## src/rtl/obi_a_channel_fifo.sv

```systemverilog
// Buffered OBI A-channel front end: decodes and checks each request, then queues it in a
// DEPTH-entry FIFO that the cache controller drains over a valid/ready port.
module obi_a_channel_fifo #(
    parameter int unsigned ADDR_WIDTH = 4,
    parameter int unsigned DATA_WIDTH = 32,
    parameter int unsigned ID_WIDTH   = 1,
    parameter int unsigned DEPTH      = 4,
    parameter int unsigned ADDR_LSB   = 2,
    parameter logic [31:0] BASE_ADDR  = 32'h0
) (
    input  logic                          clk,
    input  logic                          rst,
    input  logic                          obi_req_i,
    output logic                          obi_gnt_o,
    input  logic [31:0]                   obi_addr_i,
    input  logic                          obi_we_i,
    input  logic [DATA_WIDTH/8-1:0]       obi_be_i,
    input  logic [DATA_WIDTH-1:0]         obi_wdata_i,
    input  logic [ID_WIDTH-1:0]           obi_aid_i,
    input  logic                          accept_en_i,
    output logic                          out_valid_o,
    input  logic                          out_ready_i,
    output logic                          out_we_o,
    output logic [ADDR_WIDTH-1:0]         out_addr_o,
    output logic [DATA_WIDTH/8-1:0]       out_be_o,
    output logic [DATA_WIDTH-1:0]         out_wdata_o,
    output logic [ID_WIDTH-1:0]           out_aid_o,
    output logic                          out_err_o,
    output logic [$clog2(DEPTH+1)-1:0]    count_o
);

    localparam int unsigned BeWidth  = DATA_WIDTH / 8;
    localparam int unsigned PtrWidth = $clog2(DEPTH);
    localparam int unsigned CntWidth = $clog2(DEPTH + 1);

    // Masks select the byte-offset bits and the window bits above the word index.
    localparam logic [31:0] LsbMask = (32'h1 << ADDR_LSB) - 32'h1;
    localparam logic [31:0] HiMask  = ~((32'h1 << (ADDR_LSB + ADDR_WIDTH)) - 32'h1);

    logic                  r_we    [DEPTH];
    logic [ADDR_WIDTH-1:0] r_addr  [DEPTH];
    logic [BeWidth-1:0]    r_be    [DEPTH];
    logic [DATA_WIDTH-1:0] r_wdata [DEPTH];
    logic [ID_WIDTH-1:0]   r_aid   [DEPTH];
    logic                  r_err   [DEPTH];

    logic [PtrWidth-1:0]   r_wr_ptr;
    logic [PtrWidth-1:0]   r_rd_ptr;
    logic [CntWidth-1:0]   r_count;

    logic                  w_push;
    logic                  w_pop;
    logic                  w_err;
    logic [DATA_WIDTH-1:0] w_wdata;

    assign obi_gnt_o   = accept_en_i && !rst && (r_count != CntWidth'(DEPTH));
    assign out_valid_o = (r_count != '0);
    assign w_push      = obi_req_i && obi_gnt_o;
    assign w_pop       = out_valid_o && out_ready_i;

    assign w_err   = ((obi_addr_i & HiMask) != (BASE_ADDR & HiMask)) ||
                     ((obi_addr_i & LsbMask) != 32'h0);
    assign w_wdata = obi_we_i ? obi_wdata_i : '0;

    always_ff @(posedge clk) begin
        if (rst) begin
            r_wr_ptr <= '0;
            r_rd_ptr <= '0;
            r_count  <= '0;
            for (int unsigned i = 0; i < DEPTH; i++) begin
                r_we[i]    <= 1'b0;
                r_addr[i]  <= '0;
                r_be[i]    <= '0;
                r_wdata[i] <= '0;
                r_aid[i]   <= '0;
                r_err[i]   <= 1'b0;
            end
        end else begin
            if (w_push) begin
                r_we[r_wr_ptr]    <= obi_we_i;
                r_addr[r_wr_ptr]  <= obi_addr_i[ADDR_LSB +: ADDR_WIDTH];
                r_be[r_wr_ptr]    <= obi_be_i;
                r_wdata[r_wr_ptr] <= w_wdata;
                r_aid[r_wr_ptr]   <= obi_aid_i;
                r_err[r_wr_ptr]   <= w_err;
                r_wr_ptr          <= r_wr_ptr + PtrWidth'(1);
            end
            if (w_pop) begin
                r_rd_ptr <= r_rd_ptr + PtrWidth'(1);
            end
            case ({w_push, w_pop})
                2'b10:   r_count <= r_count + CntWidth'(1);
                2'b01:   r_count <= r_count - CntWidth'(1);
                default: r_count <= r_count;
            endcase
        end
    end

    assign out_we_o    = r_we[r_rd_ptr];
    assign out_addr_o  = r_addr[r_rd_ptr];
    assign out_be_o    = r_be[r_rd_ptr];
    assign out_wdata_o = r_wdata[r_rd_ptr];
    assign out_aid_o   = r_aid[r_rd_ptr];
    assign out_err_o   = r_err[r_rd_ptr];
    assign count_o     = r_count;

endmodule

```

## config.mk

```make
export PLATFORM = sky130hd
export DESIGN_NAME = obi_a_channel_fifo
export DESIGN_NICKNAME = d
export VERILOG_FILES = /design/src/rtl/obi_a_channel_fifo.sv
export SDC_FILE = /design/constraint.sdc
export NUM_CORES = 1
export LEC_CHECK = 0
export ABC_CLOCK_PERIOD_IN_PS = 3700
export CAP_MARGIN = 20
export CORE_UTILIZATION = 55
export DETAILED_ROUTE_END_ITERATION = 7
export DONT_BUFFER_PORTS = 1
export PLACE_DENSITY = 0.66
export SYNTH_ARGS = -nofsm -noshare
export SYNTH_HDL_FRONTEND = slang
export SYNTH_SLANG_ARGS = --single-unit
```

## constraint.sdc

```tcl
create_clock -name clk -period 3.7 [get_ports clk]
set_input_delay 0.74 -clock clk [delete_from_list [all_inputs] [get_ports clk]]
set_output_delay 0.74 -clock clk [all_outputs]
set_load 0.01 [all_outputs]
```

## After elaboration in Yosys (flattened, before gate mapping)

Memory sizes are Yosys's and may differ from the RTL's. A register that Yosys moved wholly into a read port is not among the register bits.
Index checks and enable logic that the tools add are counted.

| word-level totals | value |
|---|---|
| word-level logic and storage cells | 69 |
| RAM bits | 172 |
| output and inout port bits | 48 |
| memories kept | 6 |
| flip-flop bits (word level) | 7 |
| input port bits | 75 |

Memory list:

| name | depth | bits a word | rd ports | clocked after Yosys merged registers in | write ports | RTL line | text |
|---|---|---|---|---|---|---|---|
| r_wdata | 4 | 32 | 1 | 1 | 4 | 43 | `logic [DATA_WIDTH-1:0] r_wdata [DEPTH];` |
| r_addr | 4 | 4 | 1 | 1 | 4 | 41 | `logic [ADDR_WIDTH-1:0] r_addr [DEPTH];` |
| r_be | 4 | 4 | 1 | 1 | 4 | 42 | `logic [BeWidth-1:0] r_be [DEPTH];` |
| r_aid | 4 | 1 | 1 | 1 | 4 | 44 | `logic [ID_WIDTH-1:0] r_aid [DEPTH];` |
| r_err | 4 | 1 | 1 | 1 | 4 | 45 | `logic r_err [DEPTH];` |
| r_we | 4 | 1 | 1 | 1 | 4 | 40 | `logic r_we [DEPTH];` |

| cells by class | value |
|---|---|
| reduce and logical (&&, ||, !) cells | 16 |
| muxes and demuxes | 37 |
| add/sub/neg operators | 4 |
| equal/unequal tests | 3 |

Operators with widths:

| kind | count |
|---|---|
| 32-bit two-way mux | 2 |
| 32-bit nonzero test | 2 |
| 2-bit two-way mux | 18 |
| 32-bit OR reduction | 1 |
| 1-bit two-way mux | 14 |
| 4-bit two-way mux | 2 |
| 4-bit OR reduction | 2 |
| 3-bit case mux with 2 select lines | 1 |
| 2-bit by 1-bit adder with 2-bit output, second input constant | 2 |
| 1-bit logical AND | 4 |
| 3-bit by 1-bit adder with 3-bit output, second input constant | 1 |
| 3-bit != test, second input constant | 1 |
| 3-bit nonzero test | 1 |
| 1-bit OR reduction | 3 |
| 3-bit by 1-bit subtractor with 3-bit output, second input constant | 1 |
| 2-bit by 1-bit == test with 1-bit output, second input constant | 1 |
| 2-bit == test, second input constant | 1 |
| 2-bit nonzero test | 1 |
| 1-bit zero test | 1 |
| 1-bit logical OR | 1 |

## Longest topological paths before layout

| logic depth | value |
|---|---|
| word-level depth | 9 |
| gate-level depth with buffers | 9 |
| gate-level depth less buffers | 9 |

## Least setup slack after synthesis

Ideal clock, no wire load.

| timing | value |
|---|---|
| path kind | input to register |
| start point | in rst |
| end point | mem r_addr[1][0] (enable) |
| setup slack | 0.989 ns |
| setup time | 0.407 ns |
| arrival | 2.303 ns |
| data required time | 3.293 ns |
| buffers on the path | 1 |
| stages | 4 |
| cells stage by stage | and3b_1 > clkbuf_1 > nand3_1 > nand2b_1 |

RTL lines:

| what | RTL line | text |
|---|---|---|
| from (decl) | 12 | `input logic rst,` |
| to (decl) | 41 |  |

==> out/metrics.cfg <==
[outcome]
status=finished, final reports clean

[route]
drt_iter0_drc=350
vias=4148
wl_per_cell_um=23.4
routed_wl_mm=15.8
ant_nets=0
routed_via_density=6.15
first_pass_iters=4
drc=0

[placement]
gp_congestion=0.778
placed_cells=643
hpwl_mm=9.28
dpl_cell_area_sq_um=8110
io_buffers=0

[clock_tree]
cts_tree=done
clkTransAtPathRegs_ns=0.06
clock_path_buffers=2
clock_latency_ns=0.43
cts_setup_buffers=0
cts_htree_levels=4
ctsResizeCount=0
cts_made_buffers=17
cts_sinks=181
clockRootBuffer=clkbuf_16
ctsHoldBuffers=0

[power]
seqPwrFrac_pct=52.3
max-vdd-ir-drop_v=0.000364
switchingPower_mw=1.16
powerDensity_nw_per_um2=548
intPower_mw=3.57
power.share.clock_pct=34.2
combPwrFrac_pct=13.5
p_leak_nw=3.38
swShare_pct=24.5

[worst_setup_path]
path_depth=2
worstReg2RegEnd=count_o[2]
critPathBufInv=1
r2r_cells=9
cp_data_required_time_ns=2.96
critPathMaxFanout=26
cp_top_family=flip-flops
cp-start-kind=register
r2r-start=count_o[0]
arrival_ns=2.03
cp_cell_sequence=buf_12 -> mux4_2
cp_slowest_cell=dfxtp_4
r2r_slack_ns=1.06
critical_path_class=reg -> out
end_kind=primary output
critical_path.max_stage_delay_ns=0.72

[sta]
period_share_pct=74.8
whs_ns=0.373
worst_slew_pin_slew_ns=1.00
slew_violations=0
setup-violations-final=0
slew-limit-headroom_pct=33.4
rsz0062_at_grt=false
fmax_ghz=0.361
period_minus_slack_ns=2.77
setup_tns_ns=0
hold_violations=0
fin_skew_ns=0.00752

[finish]
nets=559
stdcell_count=675
finish.instance_area_sq_um=8630
area_growth_pct=8.36
n_antenna_cell=0
multi_input_area_sq_um=2400
fin_util_pct=61.7
drive_gt1_share_pct=18.6
fill_cells=1041
seq_area_sq_um=5350

[grt]
grt_max_degree=133
grt.overflow.total=0
grt_pass1_vias=4287
grt_pass1_wl_mm=23.8
antenna_found_initial=0
track_usage_pct=22.2

[logic_synthesis]
synth.most_common_cell=edfxtp_1
synth_cells=491
netlist_area_sq_um=7970
ys_warn_count=0
synth.net_count=568
ys.flop_type=edfxtp_1
async_flop_share_pct=0
syn_area_per_cell_sq_um=16.2
yosysTopAreaCellShare_pct=64.8
synth_edf_count=172
synth_area_leaders=edfxtp_1, mux4_2, and3_1
netlist_top_cells_count=edfxtp_1, and3_1, and2_1
synth_area_leader_cell=edfxtp_1
ys_types=32
synth-seq-cells=181
ys_seq_area_share_pct=67.1

[die]
die_w_um=122
dieArea_sq_um=15000
start_util_pct=56.9
die_y_um=122
rows=43
core_region_area_sq_um=14000
io-pin-count=123

[job]
cap_violations=0

[min_path]
hp-class=in -> reg
hold_depth=1
hold_start=rst

-- cells in the final DEF, fill, tap and decap left out, drive strengths merged, types with 2 or more instances in the layout --
cell type	n
a2111oi	2
a21o	3
a21oi	5
and2	53
and3	116
and4	2
buf	13
clkbuf	20
clkinv	8
clkinvlp	3
dfxtp	9
edfxtp	172
inv	5
mux4	43
nand2b	2
nor2	10
nor4	7
o21ai	3
or3	3
xor2	3
-- logic make-up (layout without fill, tap and decap cells) --
group	after synthesis	in the layout	share of synthesized area, %
simple gates	200	200	15.5
flops	181	181	67.1
buf+inv	46	50	3.17
mux	43	43	12.2
compound gates	15	15	1.23
xor+xnor	4	4	0.440
fa+ha+maj	2	2	0.408
-- power groups by stage --
| stage | clock network [mW] | registers (mW) | logic (mW) |
|---|---|---|---|
| 5_1_grt | 1.71 | 2.50 | 0.689 |
| 6_report | 1.62 | 2.47 | 0.640 |
| 3_3_place_gp | 0 | 2.52 | 0.641 |
| 4_1_cts | 1.63 | 2.48 | 0.653 |
| 3_5_place_dp | 0 | 2.52 | 0.652 |
| 2_1_floorplan | 0 | 2.43 | 0.581 |
-- through the flow --
stage / power (mW) / setup WS, ns
after floorplan: 3.01 / 0.989
after global placement: 3.16 / 0.922
after detailed placement: 3.18 / 0.801
after CTS: 4.77 / 0.855
after global routing: 4.89 / 0.810
final: 4.73 / 0.934
-- cell type report --
class | instances | share of cell area, %
flip-flops and latches | 181 | 62.0
multi-input cells | 264 | 27.8
clock buffers | 20 | 5.06
well taps | 180 | 2.61
repair buffers | 13 | 1.28
clock inverters | 12 | 1.03
inverters | 5 | 0.217
-- metal layers --
| metal | up-vias | part of all wire, % | global-route usage, % |
|---|---|---|---|
| li1 | 1899 | - | - |
| met1 | 2088 | 40 | 27.1 |
| met2 | 140 | 51 | 37.2 |
| met3 | 21 | 7.5 | 6.88 |
| met4 | 0 | 1.3 | 8.00 |
| met5 | - | 0 | 0 |
-- state kept, by name (all words and copies together) (netlist names), named ones only --
signal / flops
r_aid: 4
count_o: 3
r_wr_ptr: 2
r_be: 16
r_addr: 16
r_wdata: 128
r_err: 4
r_we: 4
r_rd_ptr: 2
-- how the worst max path moves through the flow --
stage	start	end
3_3_place_gp	rst	r_wdata[0][14]
6_report	register	out_wdata_o[11]
2_1_floorplan	rst	r_addr[1][0]
5_1_grt	register	out_wdata_o[11]
4_1_cts	register	out_wdata_o[11]
3_5_place_dp	rst	r_wdata[0][17]
(Power assumes the default switching activity.)
